--- src/rtl/freq_counter.sv ---
// Three independent square-wave dividers off one clock: each channel toggles
// its output every HALFn cycles, giving CLK_HZ/(2*HALFn) with 50 % duty.
module freq_counter #(
   parameter int CLK_HZ = 25000000,
   parameter int F0_HZ  = 2,
   parameter int F1_HZ  = 5,
   parameter int F2_HZ  = 9
) (
   input  logic       clk,
   input  logic       reset,
   output logic [2:0] q
);

   localparam int HALF0 = CLK_HZ / (2 * F0_HZ);
   localparam int HALF1 = CLK_HZ / (2 * F1_HZ);
   localparam int HALF2 = CLK_HZ / (2 * F2_HZ);

   for (genvar n = 0; n < 3; n++) begin : g_ch
      localparam int H = (n == 0) ? HALF0 : ((n == 1) ? HALF1 : HALF2);
      localparam int W = (H > 1) ? $clog2(H) : 1;
      localparam logic [W-1:0] LAST = W'(H - 1);

      if (H < 1) begin : g_bad_ratio
         $error("freq_counter: half period of channel %0d is below one clock", n);
      end

      logic [W-1:0] cnt_q;
      logic [W-1:0] cnt_d;
      logic         tog_q;
      logic         tog_d;

      // Terminal count wraps the counter and flips the output.
      always_comb begin
         cnt_d = cnt_q;
         tog_d = tog_q;
         if (cnt_q == LAST) begin
            cnt_d = '0;
            tog_d = ~tog_q;
         end else begin
            cnt_d = cnt_q + W'(1'b1);
            tog_d = tog_q;
         end
      end

      always_ff @(posedge clk or posedge reset) begin
         if (reset) begin
            cnt_q <= '0;
            tog_q <= 1'b0;
         end else begin
            cnt_q <= cnt_d;
            tog_q <= tog_d;
         end
      end

      assign q[n] = tog_q;
   end

endmodule

--- config.mk ---
export PLATFORM = sky130hd
export DESIGN_NAME = freq_counter
export DESIGN_NICKNAME = d
export VERILOG_FILES = /design/src/rtl/freq_counter.sv
export SDC_FILE = /design/constraint.sdc
export NUM_CORES = 1
export LEC_CHECK = 0
export CAP_MARGIN = 20
export CORE_ASPECT_RATIO = 1.25
export CORE_MARGIN = 3
export CORE_UTILIZATION = 50
export DETAILED_ROUTE_END_ITERATION = 7
export GPL_TIMING_DRIVEN = 1
export PLACE_DENSITY = 0.7
export SKIP_LAST_GASP = 1
export SLEW_MARGIN = 10
export SYNTH_ARGS = -nofsm -noshare
export SYNTH_HDL_FRONTEND = slang
export SYNTH_SLANG_ARGS = --single-unit
--- constraint.sdc ---
create_clock -name clk -period 4.2 [get_ports clk]
set_input_delay 0.63 -clock clk [delete_from_list [all_inputs] [get_ports clk]]
set_output_delay 0.63 -clock clk [all_outputs]
set_load 0.03 [all_outputs]
== Yosys cells after proc, flatten, opt, wreduce, memory -nomap -nowiden ==
Cells that the tools add are included.
Word-level totals
  register bits after elaboration: 69
  input port bits: 2
  output and inout bits: 3
  logic and storage cells: 18
Operators by class
  $add $sub $neg: 3
  eq/ne operators: 3
  multiplexer cells: 3
  bitwise operators: 3
Operator list (count)
  $add A23 B1 Y23 const B: 1
  $eq A23 B23 Y1 const B: 1
  $mux W23: 1
  $add A22 B1 Y22 const B: 1
  $eq A22 B22 Y1 const B: 1
  $mux W22: 1
  $add A21 B1 Y21 const B: 1
  $eq A21 B21 Y1 const B: 1
  $mux W21: 1
  $not A1 Y1: 3

== Depth between registers and ports, before layout ==
Gate-level depths: netlist (run 1).
  depth in word-level cells: 2
  gate-level depth with buffers: 7
  depth with buffers taken out: 5

== Worst setup path after synthesis (run 1) ==
No wires, ideal clock.
  path type: reg2reg
  start: reg g_ch[0].cnt_q[0]
  end: reg g_ch[0].cnt_q[10]
  library setup time: 121 ps
  arrival time: 1539 ps
  required time: 4079 ps
  slack: 2539 ps
  cell stages (with the launch flop): 8
  path buffers: 2
  clock period less this slack: 1661 ps
  path through: dfrtp_1 ha_1 and3_1 buf_2 nand4_1 nor3_2 buf_2 nor2_1
Between the ends
  longest elaborated chain between the ends: 2
  elaborated cells between the ends (all ways): 3
  classes of those cells: 1 x add/sub; 1 x eq/ne; 1 x mux
Ends and longest elaborated chain
  start, declared: RTL line 27  | logic [W-1:0] cnt_q;
  start signal, assigned: RTL line 50  | cnt_q <= cnt_d;
  $add A23 B1 Y23 / $eq A23 B23 Y1 (equally long branches): RTL line 40, 36
  $mux W23 (*): RTL line 36  | if (cnt_q == LAST) begin
  via g_ch[0].cnt_d[10]: RTL line 28  | logic [W-1:0] cnt_d;
Mark *: on every way through the listed nets, which the timed path passes. The rest lies on a longest branch.
A chain may end at the register's enable or synchronous reset.

== Worst setup path after layout (run 1) ==
  start: reg g_ch[0].cnt_q[0]
  end: reg g_ch[0].tog_q
Between the ends
  longest elaborated chain between the ends: 1
Ends and longest elaborated chain
  $eq A23 B23 Y1: RTL line 36
  end signal, assigned: RTL line 51  | tog_q <= tog_d;
  end, declared: RTL line 29  | logic tog_q;
No other way between the ends.

==> results of run 1 <==
==> area by class of cell <==
cell class,count,area [um2]
Fill cell,559,2690
Sequential cell,69,1730
Multi-Input combinational cell,226,1500
Clock buffer,10,138
Tap cell,85,106
Clock inverter,6,47.5
Timing Repair Buffer,5,47.5
Inverter,6,22.5
==> critical path: stages (launching register included) <==
cell,delay [ns]
dfrtp_1,0.39
ha_1,0.21
and3_1,0.26
nand4_1,0.15
nor3_2,0.79
xor2_1,0.14
==> cells in the mapped netlist (all sizes together) <==
| cell type | count | area, um2 |
|---|---|---|
| or3b | 1 | 8.76 |
| nand3 | 16 | 80.1 |
| and2 | 2 | 12.5 |
| inv | 6 | 22.5 |
| nor4b | 5 | 43.8 |
| ha | 3 | 37.5 |
| nor4bb | 3 | 30.0 |
| o31ai | 3 | 22.5 |
| clkbuf | 5 | 23.8 |
| nor2 | 38 | 145 |
| buf | 6 | 43.8 |
| and3 | 8 | 51.3 |
| a21oi | 5 | 25.0 |
| nor4 | 3 | 25.0 |
| nor2b | 3 | 18.8 |
| xor2 | 27 | 236 |
| nor3 | 7 | 56.3 |
| mux2i | 4 | 40.0 |
| or3 | 5 | 33.8 |
| and4 | 9 | 81.3 |
| nand2 | 21 | 78.8 |
| or4 | 2 | 15.0 |
| xnor2 | 26 | 228 |
| nand4b | 1 | 8.76 |
| o22ai | 1 | 6.26 |
| o21ai | 7 | 35.0 |
| nand4 | 26 | 184 |
| dfrtp | 69 | 1730 |
==> metrics by stage <==
step	power (mW)	instances
final	1.17	407
after global routing	1.22	407
after CTS	1.19	407
after detailed placement	0.692	391
after global placement	0.692	391
after floorplan	0.687	312
==> cells by family (layout without fill, tap and decap cells) <==
logic type	after synthesis	count (layout)	share of synthesized area [%]
muxes	4	4	1.21
DFF	69	69	52.0
buffers and inverters	17	27	2.71
xor gates and xnor gates	53	53	14.0
and+or+nand+nor	150	150	26.3
adders and majority gates	3	3	1.13
AOI/OAI and AO/OA	16	16	2.68
==> placed cells by master, fill, tap and decap left out, types with 5 or more instances in the layout <==
cell	n
nor2_1	37
o21ai_0	7
and3_1	7
nand4_1	24
nand3_1	16
xor2_1	27
inv_1	5
dfrtp_1	69
and4_1	7
a21oi_1	5
xnor2_1	26
clkbuf_8	10
nand2_1	21
nor4b_1	5
==> state kept, by name, indices dropped and copies added (netlist names) <==
name and count:
g_ch.cnt_q 66, g_ch.tog_q 3
==> layer usage <==
layer  vias to the layer above  routed length [um]
li1                       1105                   -
met1                      1105                2550
met2                        30                2750
met3                        10                 155
met4                         0                 114
met5                         -                   0
==> path summary, 6_finish.rpt <==
kind / startpoint / endpoint / slack, ns / depth (start not counted)
max: g_ch[0].cnt_q[0]$_DFF_PP0_ / g_ch[0].tog_q$_DFFE_PP0N_ / 2.10 / 5
min: g_ch[1].cnt_q[21]$_DFF_PP0_ / g_ch[1].cnt_q[21]$_DFF_PP0_ / 0.47 / 1
max reg2reg: g_ch[0].cnt_q[0]$_DFF_PP0_ / g_ch[0].tog_q$_DFFE_PP0N_ / 2.10 / 5
min reg2reg: g_ch[1].cnt_q[21]$_DFF_PP0_ / g_ch[1].cnt_q[21]$_DFF_PP0_ / 0.47 / 1
max in group asynchronous: reset / g_ch[2].cnt_q[9]$_DFF_PP0_ / 2.57 / 3
min in group asynchronous: reset / g_ch[1].cnt_q[1]$_DFF_PP0_ / 0.74 / 2
==> power by group through the flow <==
stage / logic (mW) / registers (mW) / clock network, mW
after CTS: 0.0150 / 0.664 / 0.508
after global placement: 0.0146 / 0.677 / 0
after detailed placement: 0.0149 / 0.677 / 0
after floorplan: 0.00968 / 0.677 / 0
after global routing: 0.0167 / 0.664 / 0.539
final: 0.0138 / 0.664 / 0.492
==> summary.md, run 1 <==
| Metric | Value |
|---|---|
| Outcome | finished, final reports clean |
| DR iter-0 viols | 74 |
| Worst skew pair latency | 0.35 ns |
| Initial antenna violation count | 0 |
| DR DRC count | 0 |
| Worst setup margin | 2.10 ns |
| Largest net degree at the start of global routing | 40 |
| Final Cell Area | 3590 um2 |
| Comb pwr share | 1.2% |
| Switching part of the total | 23.3% |
| Final setup vio count | 0 |
| Final net count | 322 |
| Fmax | 477 MHz |
| Int Pwr | 898 uW |
| Overall die area | 7660 um2 |
| Setup CP Type | flop to flop |
| Final period utilization | 49.9% |
| Clk buf depth | 2 |
| RSZ-0062 raised after global routing | false |
| GR Layer Usage met3 | 5.10% |
| Worst Max-Slew Pin Slew | 0.957 ns |
| Crit path DAT | 2.29 ns |
| Fin Setup TNS | 0 ns |
| DRT antenna net count | 0 |
| Most used routing layer | met2 |
| Layout cells sized above 1 | 9.32% |
| Clock network power share | 42.1% |
| Clk slew on worst S/H paths | 0.08 ns |
| Total wire length | 5.57 mm |
| Max_slew headroom | 35.8% |
| Synth warnings | 0 |
| Crit path required time | 4.39 ns |
| Seq/Total Area, Yosys | 52.0% |
| Area growth syn-to-layout | 8.18% |
| GPL Wtd Cong | 0.792 |
| Die width | 78.9 um |
| Avg Inst Size Synth | 10.6 um2 |
| Die H | 97.1 um |
| First-pass GRT wire length | 9.94 mm |
| Final hold violation count | 0 |
| Clock root buffer | clkbuf_8 |
| Mapped Area | 3320 um2 |
| Cell row count | 32 |
| Total gr overflow | 0 |
| Drt first pass iters | 4 |
| Worst-path fanout max | 15 |
| Post-CTS repair timing setup buffer count | 0 |
| Pins Over Slew Limit | 0 |
| H-tree Lvls | 3 |
| Synth Register Bits | 69 |
| Mapped Nets | 317 |
| Startpoint Class | flop |
| Post-DP Area | 3410 um2 |
| Max Cap Violations | 0 |
| Clk sinks | 69 |
| Clock skew | 0.00991 ns |
| IO Port Bufs | 4 |
| Post-CTS Resized | 0 |
| Initial Util | 52.8% |
| Hold slack final | 0.467 ns |
| Place WS | 2.07 ns |
| Wire per inst | 13.7 um |
| Min-delay worst type | flop to flop |
| Crit end category | flop |
| Vias in the first global route | 2257 |
| Core area | 6290 um2 |
| Hold_buf cts | 0 |
| Num CTS Buffers | 9 |
| Power per Cell Area | 326 nW/um2 |
| Ant. Diodes | 0 |
| Switch Pwr | 272 uW |
| Syn Inst Count | 312 |
| Vias | 2250 |
| Via density | 5.53 |
| Reg power frac | 56.7% |
| Peak VDD IR | 228 uV |
| Global Route met1 Usage | 20.6% |
| Leak pwr | 1.58 nW |
| Final core utilization | 57.1% |
| I/O pin count | 5 |
| Dpl hpwl | 3.79 mm |
| GR Util All Layers | 16.3% |
| CTS tree | done |
| Post-synth cell types | 41 |
| Crit path time final | 2.10 ns |
| Met2 usage | 25.6% |
No activity file was read; power rests on OpenSTA's default activity.
==> run 2, diff against run 1 <==
==> constraint.sdc (replaced) <==
create_clock -name clk -period 2.05 [get_ports clk]
set_input_delay 0.3075 -clock clk [delete_from_list [all_inputs] [get_ports clk]]
set_output_delay 0.3075 -clock clk [all_outputs]
set_load 0.03 [all_outputs]
==> summary.md, run 2 (synthesis gave the netlist of run 1 again) <==
| Metric | Value |
|---|---|
| Crit end category | flop |
| Ant. Diodes | 0 |
| Vias | 2272 |
| Cell row count | 32 |
| Leak pwr | 1.65 nW |
| Post-CTS Resized | 0 |
| Min-delay worst type | input pin to async pin |
| RSZ-0062 raised after global routing | false |
| Total gr overflow | 0 |
| Final hold violation count | 0 |
| Crit path required time | 2.31 ns |
| Wire per inst | 13.6 um |
| Commonest non-fill, non-tap cell in the layout | dfrtp_1 |
| Tot Pwr | 2.74 mW |
| Area growth syn-to-layout | 11.6% |
| Largest regs | g_ch.cnt_q x66, g_ch.tog_q x3 |
| IO Port Bufs | 4 |
| Setup CP Type | flop to flop |
| Die H | 97.1 um |
| Most frequent cells in the layout | 69 x dfrtp_1, 37 x nor2_1, 27 x xor2_1 |
| Core area | 6290 um2 |
| Drt first pass iters | 4 |
| Clock root buffer | clkbuf_8 |
| GPL Wtd Cong | 0.792 |
| Outcome | finished, final reports clean |
| GR Util All Layers | 16.6% |
| Layout cells sized above 1 | 10.7% |
| Clk sinks | 69 |
| Die width | 78.9 um |
| Pins Over Slew Limit | 0 |
| Initial antenna violation count | 0 |
| Final net count | 327 |
| R2r startpoint | g_ch[0].cnt_q[4]$_DFF_PP0_ |
| Num CTS Buffers | 9 |
| DR iter-0 viols | 127 |
| Fmax | 581 MHz |
| Hold_buf cts | 0 |
| R2R depth | 4 |
| Power per Cell Area | 739 nW/um2 |
| I/O pin count | 5 |
| H-tree Lvls | 3 |
| Flop2flop setup slack | 0.33 ns |
| Largest Register | g_ch.cnt_q |
| Max Cap Violations | 0 |
| Post-CTS repair timing setup buffer count | 0 |
| Fin Setup TNS | 0 ns |
| Vias in the first global route | 2328 |
| Max_slew headroom | 61.2% |
| Worst Max-Slew Pin Slew | 0.578 ns |
| Clk slew on worst S/H paths | 0.08 ns |
| First-pass GRT wire length | 10.2 mm |
| DRT antenna net count | 0 |
| Final period utilization | 83.9% |
| Largest net degree at the start of global routing | 42 |
| Startpoint Class | flop |
| Crit path time final | 1.72 ns |
| Total wire length | 5.62 mm |
| Clk buf depth | 2 |
| Overall die area | 7660 um2 |
| Crit path DAT | 1.98 ns |
| Clock skew | 0.0116 ns |
| Dpl hpwl | 4.01 mm |
| Initial Util | 52.8% |
| Final setup vio count | 0 |
| Via density | 5.51 |
| Worst R2R End | g_ch[0].cnt_q[17]$_DFF_PP0_ |
| DR DRC count | 0 |
| CTS tree | done |
| Max FFs per register | 66 |
| Peak VDD IR | 513 uV |
| Worst-path fanout max | 8 |
| Worst skew pair latency | 0.34 ns |
-- run 2: final cells by class --
type | count | area (um2)
Tap cell | 85 | 106
Inverter | 6 | 22.5
Sequential cell | 69 | 1730
Clock buffer | 10 | 138
Timing Repair Buffer | 10 | 97.6
Multi-Input combinational cell | 226 | 1500
Fill cell | 555 | 2580
Clock inverter | 6 | 110
-- run 2: how the worst max path moves through the flow --
stage / cells after the start / to / from / slack [ns]
global placement: 5 / g_ch[2].tog_q$_DFFE_PP0N_ / g_ch[2].cnt_q[0]$_DFF_PP0_ / 0.39
global route: 4 / g_ch[0].cnt_q[22]$_DFF_PP0_ / g_ch[0].cnt_q[4]$_DFF_PP0_ / 0.19
detailed placement: 5 / g_ch[2].tog_q$_DFFE_PP0N_ / g_ch[2].cnt_q[0]$_DFF_PP0_ / 0.34
finish: 4 / g_ch[0].cnt_q[17]$_DFF_PP0_ / g_ch[0].cnt_q[4]$_DFF_PP0_ / 0.33
floorplan: 1 / g_ch[0].cnt_q[0]$_DFF_PP0_ / reset / 0.003
CTS: 1 / q[0] / g_ch[0].tog_q$_DFFE_PP0N_ / 0.31
-- run 2: report_power, final --
| group | internal [mW] | switching (mW) | total (mW) |
|---|---|---|---|
| registers | 1.36 | 0 | 1.36 |
| clock network | 0.839 | 0.507 | 1.35 |
| logic | 0.00698 | 0.0261 | 0.0331 |
| total | 2.21 | 0.533 | 2.74 |
-- run 2: per-layer routing --
metal	vias to the layer above	track usage (%)	routed length, um	part of all wire, %
li1	1119	-	-	-
met1	1123	21.7	2630	47
met2	20	26.0	2750	49
met3	10	4.82	126	2.2
met4	0	6.48	112	2.0
met5	-	0	0	0
-- run 2: per-stage QoR --
stage / worst slack (ns) / instances / hold WS [ns] / instance area (um2) / util [%]
finish: 0.329 / 412 / 0.242 / 3700 / 58.9
CTS: 0.309 / 412 / 0.242 / 3700 / 58.9
detailed placement: 0.345 / 396 / 0.456 / 3460 / 55.0
floorplan: 0.00264 / 312 / 0.431 / 3320 / -
global placement: 0.391 / 396 / 0.452 / 3460 / 55.0
global route: 0.191 / 412 / 0.260 / 3700 / 58.9
-- run 2: critical path, stage by stage, from the launching register on --
cell,delay (ns)
dfrtp_1,0.43
and4_1,0.39
nand4_4,0.17
or3_2,0.48
a21oi_1,0.17
==> run 3, diff against run 2 <==
--- a/config.mk
+++ b/config.mk
@@ -11,7 +11,7 @@
 export CORE_UTILIZATION = 50
 export DETAILED_ROUTE_END_ITERATION = 7
 export GPL_TIMING_DRIVEN = 1
-export PLACE_DENSITY = 0.7
+export PLACE_DENSITY = 0.73
 export SKIP_LAST_GASP = 1
 export SLEW_MARGIN = 10
 export SYNTH_ARGS = -nofsm -noshare
==> constraint.sdc (replaced) <==
create_clock -name clk -period 1.5 [get_ports clk]
set_input_delay 0.225 -clock clk [delete_from_list [all_inputs] [get_ports clk]]
set_output_delay 0.225 -clock clk [all_outputs]
set_load 0.03 [all_outputs]
==> summary.md, run 3 (synthesis gave the netlist of run 1 again) <==
| Metric | Value |
|---|---|
| Crit path time final | 1.66 ns |
| Final period utilization | 111% |
| Final net count | 413 |
| Vias | 2815 |
| Total gr overflow | 0 |
| Setup CP Type | flop to flop |
| First-pass GRT wire length | 12.5 mm |
| Via density | 5.65 |
| Commonest non-fill, non-tap cell in the layout | buf_4 |
| Worst skew pair latency | 0.36 ns |
| Clock skew | 0.00858 ns |
| H-tree Lvls | 3 |
| Initial antenna violation count | 0 |
| Power per Cell Area | 743 nW/um2 |
| Final hold violation count | 0 |
| Place WS | -0.0829 ns |
| Int Pwr | 2.64 mW |
| Clock network power share | 43.9% |
| Footprint of the multi-input gates | 1750 um2 |
| Layout cells sized above 1 | 39.7% |
| Ant. Diodes | 0 |
| Initial Util | 52.8% |
| Clock root buffer | clkbuf_8 |
| Num CTS Buffers | 9 |
| Drt first pass iters | 5 |
| Fmax | 601 MHz |
| Max FFs per register | 66 |
| Core area | 6290 um2 |
| Largest Register | g_ch.cnt_q |
| Die width | 78.9 um |
| Largest regs | g_ch.cnt_q x66, g_ch.tog_q x3 |
| Max Cap Violations | 0 |
| DR iter-0 viols | 129 |
| Pins Over Slew Limit | 0 |
| Clk slew on worst S/H paths | 0.08 ns |
| Dpl hpwl | 4.79 mm |
| Total wire length | 8.21 mm |
| Worst path cell trace | nor4bb_1 -> nand4_1 -> buf_4 -> nor2_4 -> xor2_1 |
| Startpoint Class | flop |
| Clk buf depth | 2 |
| Leak pwr | 2.15 nW |
| DRT antenna net count | 0 |
| Largest net degree at the start of global routing | 30 |
| GR Util All Layers | 20.6% |
| Final setup vio count | 35 |
| GPL Wtd Cong | 0.848 |
| Die H | 97.1 um |
| Max_slew headroom | 74.2% |
| Overall die area | 7660 um2 |
| Reg area | 1730 um2 |
| Area growth syn-to-layout | 38.1% |
| Switch Pwr | 771 uW |
| I/O pin count | 5 |
| CP max stage cell | dfrtp_1 |
| Clk sinks | 69 |
| Worst Max-Slew Pin Slew | 0.382 ns |
| Failing checks | negative setup slack |
| Vias in the first global route | 2819 |
| Cell row count | 32 |
| RSZ-0062 raised after global routing | true |
| Crit path required time | 1.79 ns |
| Crit path DAT | 1.95 ns |
| Outcome | finished with violations |
| Wire per inst | 16.5 um |
| Reg power frac | 54.6% |
| IO Port Bufs | 4 |
| Worst setup margin | -0.165 ns |
| Worst path max stage delay | 0.43 ns |
| Fin Setup TNS | -2.27 ns |
| Peak VDD IR | 768 uV |
| CTS tree | done |
| Crit end category | flop |
| Most frequent cells in the layout | 82 x buf_4, 68 x dfrtp_1, 32 x nor2_1 |
| Comb pwr share | 1.5% |
| Switching part of the total | 22.6% |
| Min-delay worst type | input pin to async pin |
| Fill count | 417 |
| Worst-path fanout max | 5 |
| DR DRC count | 0 |
[run 3: changes by cell type in the layout (fill, tap and decap cells not counted), sizes merged, moves of 2 or more]
cell / delta
clkinv: +2
buf: +85
clkdlybuf4s50: -3
bufinv: -2
dlygate4sd2: +3
[run 3: power by group through the flow]
| stage | combinational, mW | clock, mW | sequential [mW] |
|---|---|---|---|
| after floorplan | 0.0276 | 0 | 1.90 |
| after global placement | 0.0539 | 0 | 1.90 |
| after detailed placement | 0.0541 | 0 | 1.90 |
| after CTS | 0.0541 | 1.52 | 1.86 |
| after global routing | 0.0591 | 1.60 | 1.86 |
| final | 0.0518 | 1.50 | 1.86 |
[run 3: layout make-up]
class | count | area share (%)
multi-input combinational | 227 | 38.1
inverter | 6 | 0.573
tap | 85 | 2.32
timing repair buffer | 95 | 17.2
sequential | 69 | 37.7
clock inverter | 6 | 1.39
clock buffer | 10 | 2.78
[run 3: metrics by stage]
| stage | util [%] | instance area (um2) | hold slack, ns | power, mW | instances |
|---|---|---|---|---|---|
| finish | 72.9 | 4590 | 0.209 | 3.41 | 498 |
| detailed placement | 63.9 | 4020 | 0.459 | 1.95 | 463 |
| global placement | 63.9 | 4020 | 0.456 | 1.95 | 463 |
| global route | 72.9 | 4590 | 0.241 | 3.51 | 498 |
| floorplan | - | 3350 | 0.388 | 1.92 | 312 |
| CTS | 68.9 | 4330 | 0.211 | 3.43 | 487 |
[run 3: repair_timing]
| item | 4_1_cts | 5_1_grt |
|---|---|---|
| hold buffers | 0 | 0 |
| gates cloned | 1 | 0 |
| pin swaps | 11 | 25 |
| setup endpoints to repair | 21 | 51 |
| buffers inserted | 7 | 11 |
| resized for setup | 21 | 43 |
[run 3: worst max-delay path: cells and delay by family (launching register included)]
kind,cells,cell delay (ns)
XOR/XNOR,1,0.15
buffers and inverters,1,0.20
flip-flops,1,0.43
AND/OR/NAND/NOR,3,0.81
[run 3: worst paths after layout]
path / startpoint / end / slack [ns] / depth (start not counted)
max in group asynchronous: reset / g_ch[1].cnt_q[2]$_DFF_PP0_ / 0.82 / 3
min reg2reg: g_ch[0].tog_q$_DFFE_PP0N_ / g_ch[0].tog_q$_DFFE_PP0N_ / 0.47 / 1
max: g_ch[1].cnt_q[6]$_DFF_PP0_ / g_ch[1].tog_q$_DFFE_PP0N_ / -0.16 / 5
max reg2reg: g_ch[1].cnt_q[6]$_DFF_PP0_ / g_ch[1].tog_q$_DFFE_PP0N_ / -0.16 / 5
min: reset / g_ch[2].cnt_q[20]$_DFF_PP0_ / 0.21 / 2
min in group clk: g_ch[0].tog_q$_DFFE_PP0N_ / g_ch[0].tog_q$_DFFE_PP0N_ / 0.47 / 1
[run 3: routing by layer]
metal | part of all wire, % | up-vias | wire length, um | track usage (%)
met3 | 5.0 | 31 | 407 | 4.36
met4 | 3.5 | 0 | 291 | 9.26
met1 | 40 | 1400 | 3250 | 24.6
met2 | 52 | 96 | 4250 | 35.4
li1 | - | 1288 | - | -
met5 | 0 | - | 0 | 0
